## config.mk

```make
export PLATFORM = sky130hd
export DESIGN_NAME = dlatch_tester
export DESIGN_NICKNAME = d
export VERILOG_FILES = /design/src/rtl/dlatch_tester.sv
export SDC_FILE = /design/constraint.sdc
export NUM_CORES = 1
export LEC_CHECK = 0
export CAP_MARGIN = 20
export CORE_MARGIN = 5
export CORE_UTILIZATION = 60
export CTS_CLUSTER_SIZE = 20
export DETAILED_ROUTE_END_ITERATION = 12
export DONT_BUFFER_PORTS = 1
export PLACE_DENSITY = 0.76
export SYNTH_ARGS = -nofsm -noshare
export SYNTH_HDL_FRONTEND = slang
export SYNTH_SLANG_ARGS = --single-unit
```

## constraint.sdc

```tcl
create_clock -name clk -period 3 [get_ports clk]
set_input_delay 0.75 -clock clk [delete_from_list [all_inputs] [get_ports clk]]
set_output_delay 0.75 -clock clk [all_outputs]
set_load 0.005 [all_outputs]
```

## src/rtl/dlatch_tester.sv

```systemverilog
// rtl/dlatch_tester.sv - stimulus generator and reference checker for a D latch under test
// Optional early stop on first mismatch: define DLATCH_TESTER_HALT_EN.
module dlatch_tester #(
  parameter int NUM_VEC     = 15,
  parameter int STEP_CYCLES = 10,
  parameter int SETTLE      = 2
) (
  input  logic       clk,
  input  logic       rst,
  input  logic       start,
  input  logic       qout,
  input  logic       qbout,
  output logic       c_out,
  output logic       din_out,
  output logic       busy,
  output logic       done,
  output logic       pass,
  output logic [7:0] err_cnt,
  output logic [7:0] fail_idx
);

  typedef enum logic [1:0] {S_IDLE, S_RUN, S_FINISH} state_t;

  localparam int             SCW       = $clog2(STEP_CYCLES);
  localparam logic [SCW-1:0] SC_LAST   = SCW'(STEP_CYCLES - 1);
  localparam logic [SCW-1:0] SC_SAMPLE = SCW'(SETTLE);
  localparam logic [7:0]     K_LAST    = 8'(NUM_VEC - 1);

  state_t         r_state;
  state_t         w_state_nxt;
  logic [7:0]     r_k;
  logic [SCW-1:0] r_sc;
  logic [1:0]     r_mod3;
  logic           r_c;
  logic           r_din;
  logic           r_exp_q;
  logic           r_valid;
  logic [7:0]     r_err;
  logic [7:0]     r_fail;
  logic           r_pass;

  logic           w_step_end;
  logic           w_last_vec;
  logic           w_mismatch;
  logic           w_halt;
  logic           w_run_end;
  logic [7:0]     w_err_nxt;
  logic [7:0]     w_k_nxt;
  logic [1:0]     w_mod3_nxt;
  logic           w_din_nxt;

  assign w_step_end = (r_sc == SC_LAST);
  assign w_last_vec = (r_k == K_LAST);
  assign w_mismatch = (r_state == S_RUN) && r_valid && (r_sc == SC_SAMPLE) &&
                      ((qout != r_exp_q) || (qbout != ~r_exp_q));
`ifdef DLATCH_TESTER_HALT_EN
  assign w_halt = w_mismatch;
`else
  assign w_halt = 1'b0;
`endif
  assign w_run_end  = w_halt || (w_step_end && w_last_vec);
  assign w_err_nxt  = (w_mismatch && (r_err != 8'hFF)) ? r_err + 8'd1 : r_err;
  assign w_k_nxt    = r_k + 8'd1;
  // mod-3 phase tracks k so the enable pattern needs no divider
  assign w_mod3_nxt = (r_mod3 == 2'd2) ? 2'd0 : r_mod3 + 2'd1;
  assign w_din_nxt  = w_k_nxt[0] ^ w_k_nxt[2];

  always_ff @(posedge clk or posedge rst) begin
    if (rst) r_state <= S_IDLE;
    else     r_state <= w_state_nxt;
  end

  always_comb begin
    w_state_nxt = r_state;
    case (r_state)
      S_IDLE:   if (start) w_state_nxt = S_RUN;
      S_RUN:    if (w_run_end) w_state_nxt = S_FINISH;
      S_FINISH: w_state_nxt = S_IDLE;
      default:  w_state_nxt = S_IDLE;
    endcase
  end

  always_comb begin
    busy = (r_state == S_RUN);
    done = (r_state == S_FINISH);
  end

  always_ff @(posedge clk or posedge rst) begin
    if (rst) begin
      r_k     <= 8'd0;
      r_sc    <= '0;
      r_mod3  <= 2'd0;
      r_c     <= 1'b0;
      r_din   <= 1'b0;
      r_exp_q <= 1'b0;
      r_valid <= 1'b0;
      r_err   <= 8'd0;
      r_fail  <= 8'hFF;
      r_pass  <= 1'b0;
    end else begin
      case (r_state)
        S_IDLE: begin
          if (start) begin
            r_k     <= 8'd0;
            r_sc    <= '0;
            r_mod3  <= 2'd0;
            r_c     <= 1'b0;
            r_din   <= 1'b0;
            r_valid <= 1'b0;
            r_err   <= 8'd0;
            r_fail  <= 8'hFF;
            r_pass  <= 1'b0;
          end
        end
        S_RUN: begin
          r_err <= w_err_nxt;
          if (w_mismatch && (r_fail == 8'hFF)) r_fail <= r_k;
          if (w_run_end) begin
            r_c    <= 1'b0;
            r_din  <= 1'b0;
            r_pass <= (w_err_nxt == 8'd0);
          end else if (w_step_end) begin
            r_k    <= w_k_nxt;
            r_sc   <= '0;
            r_mod3 <= w_mod3_nxt;
            r_c    <= (w_mod3_nxt == 2'd2);
            r_din  <= w_din_nxt;
            // reference latch follows the transparent vectors only
            if (w_mod3_nxt == 2'd2) begin
              r_exp_q <= w_din_nxt;
              r_valid <= 1'b1;
            end
          end else begin
            r_sc <= r_sc + 1'b1;
          end
        end
        default: ;
      endcase
    end
  end

  assign c_out    = r_c;
  assign din_out  = r_din;
  assign pass     = r_pass;
  assign err_cnt  = r_err;
  assign fail_idx = r_fail;

endmodule

```

==> results.sh, run 1 <==
export IMPL_setup_viol=0
export IMPL_synth_area_um2=2010
export IMPL_start_util_pct=61.2
export IMPL_yosysSeqAreaShare_pct=46.6
export IMPL_pre_cts_ws_ns=0.674
export IMPL_fillers=276
export IMPL_cap_violations=0
export IMPL_globalRouteOverflowTotal=0
export IMPL_area_growth_pct=3.49
export IMPL_n_antenna_cell=0
export IMPL_root_buffer="clkbuf_4"
export IMPL_htreeDepth=2
export IMPL_finalCriticalPeriod_ns=2.44
export IMPL_irDropWorstVdd_v=0.000373
export IMPL_yosys_warnings=0
export IMPL_cts_buffers=5
export IMPL_cts_setup_buffers=0
export IMPL_rows=21
export IMPL_port_buffers=0
export IMPL_layout_drive_gt1_share_pct=13.6
export IMPL_synth_top_area_share_pct=36.1
export IMPL_ys_ff_latch=37
export IMPL_synth_async_reset_ratio_pct=100
export IMPL_comb_power_share_pct=23.6
export IMPL_clock_path_buffers=2
export IMPL_finalHoldViolCount=0
export IMPL_synth_largest_area_cell="dfrtp_1"
export IMPL_die_w_um=67.9
export IMPL_cp_max_fo=18
export IMPL_final_seq_area_um2=936
export IMPL_cts_tree="done"
export IMPL_cts_hold_buf=0
export IMPL_start_kind="flop"
export IMPL_drtAntennaViolNets=0
export IMPL_required_ns=2.25
export IMPL_die_area_um2=4610
export IMPL_drc=0
export IMPL_fin_skew_ns=0.00996
export IMPL_rsz0062_at_grt="no"
export IMPL_status="finished, final reports clean"
export IMPL_wl_per_cell_um=15.8
export IMPL_multiInputGateArea_um2=956
export IMPL_grt_pass1_wl_mm=6.60
export IMPL_p_int_uw=936
export IMPL_power_frac_clock_pct=18.9
export IMPL_synthTopCellsByArea="dfrtp_1 36%, dfstp_2 10%, xnor2_1 5.2%"
export IMPL_switching_power_uw=506
export IMPL_die_h_um=67.9
export IMPL_synth_cell_types=45
export IMPL_nets=213
export IMPL_io_pins=26
export IMPL_cts_repair_resized=0
export IMPL_end_kind="primary output"
export IMPL_yosysMostFrequentCell="dfrtp_1"
export IMPL_grt_pass1_vias=1446
export IMPL_avgSynthCellArea_um2=9.71
export IMPL_p_leak_nw=0.888
export IMPL_power_density_nw_per_um2=693
export IMPL_fin_tns_setup_ns=0
export IMPL_dr_pass1_iters=4
export IMPL_finalWorstSetupSlack_ns=0.561
export IMPL_antenna_found_initial=0
export IMPL_synth_commonest_cells="29 x dfrtp_1, 18 x nand2_1, 17 x inv_1, 15 x o21ai_0"
export IMPL_slew_limit_headroom_pct=58.3
export IMPL_hold_class="primary input to asynchronous set/reset pin"
export IMPL_worst_pin_slew_ns=0.624
export IMPL_synth_nets=215
export IMPL_place_hpwl_mm=2.91
export IMPL_synthFlopType="dfrtp_1"
export IMPL_grt_util_all_layers_pct=19.4
export IMPL_clock_fmax_mhz=410
export IMPL_drt_initial_drc_count=119
export IMPL_grt_max_degree=38
export IMPL_fin_crit_sh_pct=81.3
export IMPL_r2r_setup_slack_ns=0.65
export IMPL_arrival_ns=1.69
export IMPL_clock_latency_ns=0.34
export IMPL_seqPwrFrac_pct=57.6
export IMPL_viasPerCell=6.06
export IMPL_critPathKind="flop to primary output"
export IMPL_syn_inst=207
export IMPL_cts_sinks=37
export IMPL_synth_enable_flop_cells=0
export IMPL_dr_total_vias=1526
export IMPL_path_clk_slew_ns=0.11
export IMPL_switching_share_pct=35.1
export IMPL_placeableCoreArea_um2=3280
export IMPL_place_congestion=0.817
export IMPL_drv_slew=0
export IMPL_wl_mm=3.98
[stage by stage]
stage	util, %	hold slack, ns	cells	instance area [µm²]	total power, mW
floorplan	-	0.439	207	2010	1.08
global placement	61.5	0.462	244	2020	1.16
detailed placement	61.5	0.461	244	2020	1.18
CTS	63.3	0.385	252	2080	1.45
global route	63.3	0.410	252	2080	1.54
finish	63.3	0.386	252	2080	1.44
[power groups by stage]
stage	registers, mW	clock network [mW]	logic (mW)
finish	0.830	0.272	0.340
global route	0.857	0.295	0.390
CTS	0.829	0.278	0.341
detailed placement	0.839	0	0.339
global placement	0.831	0	0.326
floorplan	0.782	0	0.294
[cells in the final DEF, fill, tap and decap left out, types with 6 or more instances in the layout]
| cell type | count |
|---|---|
| a21oi_1 | 13 |
| inv_1 | 17 |
| nor4_1 | 6 |
| nor2_1 | 12 |
| dfstp_2 | 8 |
| a22o_1 | 7 |
| dfrtp_1 | 29 |
| nor3_1 | 13 |
| xnor2_1 | 12 |
| nand2_1 | 18 |
| nand3_1 | 6 |
| o21ai_0 | 15 |
[per-layer routing]
metal / vias up / part of all wire [%] / GRT usage [%]
li1: 733 / - / -
met1: 736 / 43 / 24.1
met2: 47 / 48 / 31.0
met3: 10 / 6.8 / 6.90
met4: 0 / 2.0 / 7.44
met5: - / 0 / 0
[logic make-up (layout without fill, tap and decap cells)]
kind of cell	count (synthesis)	count (layout)	share of synthesized area [%]
xor gates and xnor gates	13	13	5.67
DFF	37	37	46.6
AOI/OAI and AO/OA	48	48	16.2
muxes	4	4	2.18
buffers and inverters	27	26	5.85
and+or+nand+nor	75	75	21.7
adders and majority gates	3	3	1.87
[sequential cells by signal (all words and copies together) (netlist names)]
register and flops:
r_mod3 2, fail_idx 8, pass 1, c_out 1
r_sc 4, r_exp_q 1, r_valid 1, r_k 8
din_out 1, err_cnt 8, r_state 2
[worst max-delay path: stages (launching register included)]
cell and delay [ns]:
dfrtp_1 0.72, nand2b_1 0.46, inv_1 0.18
[area by class of cell]
type | instances | share of cell area (%)
inverter | 17 | 3.07
tap | 46 | 2.77
timing repair buffer | 1 | 0.361
sequential | 37 | 45.0
multi-input combinational | 143 | 46.0
clock buffer | 8 | 2.83
[path summary, 6_finish.rpt]
path,from,end,cells after the start
max,r_state[1],busy,2
min,rst,r_exp_q,2
max reg2reg,r_state[1],r_exp_q,7
min reg2reg,r_mod3[0],r_mod3[0],1
max in group asynchronous,rst,fail_idx[3],2
min in group clk,r_mod3[0],r_mod3[0],1
(Power assumes the default switching activity.)
==> inputs of run 2 (changes only) <==
==> constraint.sdc (replaced) <==
create_clock -name clk -period 2.3 [get_ports clk]
set_input_delay 0.575 -clock clk [delete_from_list [all_inputs] [get_ports clk]]
set_output_delay 0.575 -clock clk [all_outputs]
set_load 0.005 [all_outputs]
==> run 2 against run 1 <==
- cell count up 3.2%
- sequential share of layout area decreased by 1.1 points
- utilization up 1.5 points
- clock power grew 19%
- die area stayed put
- critical path depth grew 3
- register-to-register slack got worse by 0.49 ns
- first-iteration DRC count unchanged
- cell area rose by 2.4%
- setup slack got worse by 0.40 ns
==> results.sh, run 2 (synthesis results as in run 1) <==
export IMPL_status="finished, final reports clean"
export IMPL_fin_tns_setup_ns=0
export IMPL_max_stage_delay_ns=0.49
export IMPL_ff2ff_path_depth=5
export IMPL_power_frac_clock_pct=17.3
export IMPL_required_ns=2.53
export IMPL_setup_viol=0
export IMPL_dr_pass1_iters=5
export IMPL_switching_power_uw=664
export IMPL_cts_sinks=37
export IMPL_clock_latency_ns=0.34
export IMPL_cp_max_fo=8
export IMPL_clock_fmax_mhz=467
export IMPL_die_area_um2=4610
export IMPL_power_density_nw_per_um2=877
export IMPL_slew_limit_headroom_pct=57.0
export IMPL_end_kind="flop"
export IMPL_wl_mm=4.14
export IMPL_placeableCoreArea_um2=3280
export IMPL_final_common_cell="dfrtp_1"
export IMPL_place_congestion=0.863
export IMPL_place_hpwl_mm=3.02
export IMPL_cts_buffers=5
export IMPL_placedCellCount=252
export IMPL_timing_hold_ws_ns=0.207
export IMPL_switching_share_pct=35.5
export IMPL_fillers=284
export IMPL_arrival_ns=2.37
export IMPL_cap_violations=0
export IMPL_grt_pass1_vias=1508
export IMPL_area_growth_pct=5.98
export IMPL_cts_hold_buf=0
export IMPL_viasPerCell=5.88
export IMPL_cts_repair_resized=0
export IMPL_p_int_mw=1.20
export IMPL_root_buffer="clkbuf_4"
export IMPL_rsz0062_at_grt="no"
export IMPL_grt_max_degree=38
export IMPL_grt_pass1_wl_mm=6.86
export IMPL_drt_initial_drc_count=119
export IMPL_critPathKind="flop to flop"
export IMPL_placed_area_um2=2080
export IMPL_fin_area_um2=2130
export IMPL_fin_skew_ns=0.00488
export IMPL_wl_per_cell_um=15.9
export IMPL_htreeDepth=2
export IMPL_fin_crit_sh_pct=93.1
export IMPL_irDropWorstVdd_v=0.000374
export IMPL_clock_path_buffers=2
export IMPL_layout_common_cells="29 x dfrtp_1, 18 x nand2_1, 17 x inv_1"
export IMPL_io_pins=26
export IMPL_drtAntennaViolNets=0
export IMPL_p_leak_nw=0.922
export IMPL_drv_slew=0
export IMPL_finalHoldViolCount=0
export IMPL_drc=0
export IMPL_finalCriticalPeriod_ns=2.14
export IMPL_hold_class="primary input to asynchronous set/reset pin"
export IMPL_path_clk_slew_ns=0.10
export IMPL_crit_chain="nor3b_4, o2111ai_4, nor4_4, mux2_2, a22o_1"
export IMPL_port_buffers=0
export IMPL_grt_util_all_layers_pct=19.9
export IMPL_rows=21
export IMPL_start_kind="flop"
export IMPL_worst_pin_slew_ns=0.644
export IMPL_start_util_pct=61.2
export IMPL_cp_slowest_cell="dfrtp_1"
export IMPL_layout_drive_gt1_share_pct=16.4
export IMPL_dr_total_vias=1528
export IMPL_seqPwrFrac_pct=57.4
export IMPL_stdcell_count=260
export IMPL_cts_setup_buffers=0
export IMPL_die_h_um=67.9
export IMPL_n_antenna_cell=0
export IMPL_antenna_found_initial=0
export IMPL_cts_tree="done"
export IMPL_die_w_um=67.9
export IMPL_globalRouteOverflowTotal=0
export IMPL_nets=221
export IMPL_comb_power_share_pct=25.3
run 2: metrics by stage:
step | setup slack (ns) | total power [mW] | util (%)
2_1_floorplan | 0.275 | 1.40 | -
3_3_place_gp | 0.278 | 1.51 | 63.4
3_5_place_dp | 0.192 | 1.56 | 63.4
4_1_cts | 0.174 | 1.88 | 64.8
5_1_grt | 0.0494 | 1.99 | 64.8
6_report | 0.159 | 1.87 | 64.8
run 2: power groups by stage:
stage / Clock [mW] / Combinational, mW / Sequential [mW]
2_1_floorplan: 0 / 0.383 / 1.02
5_1_grt: 0.353 / 0.538 / 1.10
4_1_cts: 0.327 / 0.477 / 1.07
6_report: 0.324 / 0.472 / 1.07
3_5_place_dp: 0 / 0.474 / 1.09
3_3_place_gp: 0 / 0.446 / 1.07
run 2: layout make-up:
cell class | instances | area [µm²] | share of cell area [%]
tap | 46 | 57.6 | 2.70
multi-input combinational | 143 | 956 | 44.9
timing repair buffer | 9 | 67.6 | 3.17
sequential | 37 | 936 | 43.9
clock buffer | 8 | 48.8 | 2.29
inverter | 17 | 63.8 | 3.00
run 2: path summary, 6_finish.rpt:
| kind | slack, ns | to | start |
|---|---|---|---|
| max reg2reg | 0.16 | err_cnt[5] | r_sc[0] |
| min | 0.21 | r_sc[2] | rst |
| min reg2reg | 0.49 | fail_idx[7] | fail_idx[7] |
| max | 0.16 | err_cnt[5] | r_sc[0] |
| max in group asynchronous | 1.74 | fail_idx[1] | rst |
| min in group clk | 0.49 | fail_idx[7] | fail_idx[7] |
run 2: metal layers:
metal | up-vias | routed length (µm) | GRT usage [%]
li1 | 738 | - | -
met1 | 746 | 1750 | 23.4
met2 | 34 | 2050 | 32.8
met3 | 10 | 258 | 7.39
met4 | 0 | 81 | 8.44
met5 | - | 0 | 0
run 2: critical path, delay by kind of cell, from the launching register on:
kind	cells	cell delay, ns
compound gates	2	0.47
mux	1	0.39
flops	1	0.49
simple gates	2	0.69
==> inputs of run 3 (changes only) <==
--- a/config.mk
+++ b/config.mk
@@ -6,12 +6,13 @@
 export NUM_CORES = 1
 export LEC_CHECK = 0
 export CAP_MARGIN = 20
-export CORE_MARGIN = 5
-export CORE_UTILIZATION = 60
+export CELL_PAD_IN_SITES_DETAIL_PLACEMENT = 0
+export CELL_PAD_IN_SITES_GLOBAL_PLACEMENT = 1
+export CORE_UTILIZATION = 48
 export CTS_CLUSTER_SIZE = 20
 export DETAILED_ROUTE_END_ITERATION = 12
 export DONT_BUFFER_PORTS = 1
-export PLACE_DENSITY = 0.76
+export PLACE_DENSITY_LB_ADDON = 0.1
 export SYNTH_ARGS = -nofsm -noshare
 export SYNTH_HDL_FRONTEND = slang
 export SYNTH_SLANG_ARGS = --single-unit
==> run 3 against run 2 <==
- cell count up 1.9%
- die area is 3.4% lower
- clock power grew 38%
- utilization decreased by 10 points
- routed wire length rose by 0.87%
- sequential power barely moved
- register-to-register slack better by 0.05 ns
- critical path depth unchanged
- sequential share of layout area fell by 1.0 points
- clock skew rose by 0.0053 ns
- total power increased by 7.0%
- count of clock-buffer cells in the layout decreased by 3
- largest cell class unchanged
- largest power group unchanged
- highest routed layer unchanged
==> results.sh, run 3 (synthesis results as in run 1) <==
export IMPL_finalWorstSetupSlack_ns=0.211
export IMPL_power_density_nw_per_um2=917
export IMPL_fin_tns_setup_ns=0
export IMPL_grt_util_all_layers_pct=21.0
export IMPL_cts_repair_resized=0
export IMPL_start_kind="flop"
export IMPL_pre_cts_ws_ns=0.203
export IMPL_drv_slew=0
export IMPL_dr_pass1_iters=4
export IMPL_grt_max_degree=38
export IMPL_status="finished, final reports clean"
export IMPL_r2r_setup_slack_ns=0.21
export IMPL_r2r_end="err_cnt[5]"
export IMPL_ff2ff_path_depth=5
export IMPL_n_antenna_cell=0
export IMPL_layout_drive_gt1_share_pct=18.1
export IMPL_rsz0062_at_grt="no"
export IMPL_root_buffer="clkbuf_8"
export IMPL_start_util_pct=50.2
export IMPL_clock_fmax_mhz=479
export IMPL_dr_total_vias=1511
export IMPL_clock_path_buffers=2
export IMPL_setup_viol=0
export IMPL_wl_per_cell_um=15.8
export IMPL_placed_area_um2=2090
export IMPL_grt_pass1_vias=1473
export IMPL_drtAntennaViolNets=0
export IMPL_arrival_ns=2.27
export IMPL_grt_pass1_wl_mm=6.94
export IMPL_antenna_found_initial=0
export IMPL_slew_limit_headroom_pct=55.9
export IMPL_place_hpwl_mm=2.97
export IMPL_cts_hold_buf=0
export IMPL_worst_pin_slew_ns=0.660
export IMPL_finalCriticalPeriod_ns=2.09
export IMPL_globalRouteOverflowTotal=0
export IMPL_timing_hold_ws_ns=0.272
export IMPL_cts_buffers=5
export IMPL_cts_tree="done"
export IMPL_cap_violations=0
export IMPL_fillers=370
export IMPL_htreeDepth=2
export IMPL_path_clk_slew_ns=0.08
export IMPL_cts_sinks=37
export IMPL_die_area_um2=4450
export IMPL_drt_initial_drc_count=113
export IMPL_viasPerCell=5.70
export IMPL_fin_skew_ns=0.0101
export IMPL_io_pins=26
export IMPL_stdcell_count=265
export IMPL_wl_mm=4.18
export IMPL_die_h_um=66.7
export IMPL_port_buffers=0
export IMPL_fin_area_um2=2180
export IMPL_fin_crit_sh_pct=90.8
export IMPL_required_ns=2.48
export IMPL_layout_common_cells="29 x dfrtp_1, 18 x nand2_1, 17 x inv_1"
export IMPL_p_leak_nw=0.946
export IMPL_irDropWorstVdd_v=0.000465
export IMPL_end_kind="flop"
export IMPL_nets=222
export IMPL_hold_class="primary input to asynchronous set/reset pin"
export IMPL_final_common_cell="dfrtp_1"
export IMPL_critPathKind="flop to flop"
export IMPL_r2r_start="r_sc[0]"
export IMPL_placeableCoreArea_um2=4000
export IMPL_drc=0
export IMPL_cts_setup_buffers=0
export IMPL_die_w_um=66.7
export IMPL_area_growth_pct=8.47
export IMPL_cp_max_fo=8
export IMPL_clock_latency_ns=0.29
export IMPL_place_congestion=0.894
export IMPL_rows=23
export IMPL_finalHoldViolCount=0
export IMPL_placedCellCount=257
-- run 3: cell count changes in the layout (fill, tap and decap cells not counted) --
cell,previous run,this run
buf_4,9,10
clkbuf_1,3,0
clkbuf_4,5,0
clkbuf_8,0,5
clkinv_2,0,2
clkinvlp_4,0,1
-- run 3: worst max-delay path, stage by stage, from the launching register on --
cell       delay (ns)
dfrtp_1          0.47
nor3b_4          0.28
o2111ai_4        0.26
nor4_4           0.41
mux2_2           0.37
a22o_1           0.18
-- run 3: area by class of cell --
type / count / area, µm² / share of cell area [%]
Multi-Input combinational cell: 143 / 956 / 43.9
Sequential cell: 37 / 936 / 42.9
Timing Repair Buffer: 10 / 75.1 / 3.44
Clock buffer: 5 / 68.8 / 3.16
Inverter: 17 / 63.8 / 2.93
Tap cell: 50 / 62.6 / 2.87
Clock inverter: 3 / 17.5 / 0.804
-- run 3: metal layers --
metal	share of wire (%)	track usage, %
met1	49	31.0
met2	45	29.9
met3	4.2	3.77
met4	1.5	8.78
met5	0	0
-- run 3: worst max-delay path by stage --
stage	startpoint	endpoint	slack [ns]	depth (start not counted)
6_report	r_sc[0]	err_cnt[5]	0.21	5
5_1_grt	r_sc[0]	err_cnt[5]	0.13	5
4_1_cts	r_sc[0]	err_cnt[5]	0.21	5
3_5_place_dp	qout	fail_idx[0]	0.20	6
3_3_place_gp	qbout	err_cnt[5]	0.27	5
2_1_floorplan	err_cnt[0]	err_cnt[1]	0.28	6
-- run 3: report_power, final --
part           leakage (nW)  switching, mW  total [mW]  internal [mW]
clock network        0.0439          0.237       0.446          0.209
registers             0.468          0.199        1.07          0.868
logic                 0.434          0.264       0.485          0.221
total                 0.946          0.700        2.00           1.30
-- run 3: stage by stage --
step	util (%)	total power, mW
floorplan	-	1.40
global placement	52.3	1.53
detailed placement	52.3	1.56
CTS	54.5	2.01
global route	54.5	2.14
finish	54.5	2.00
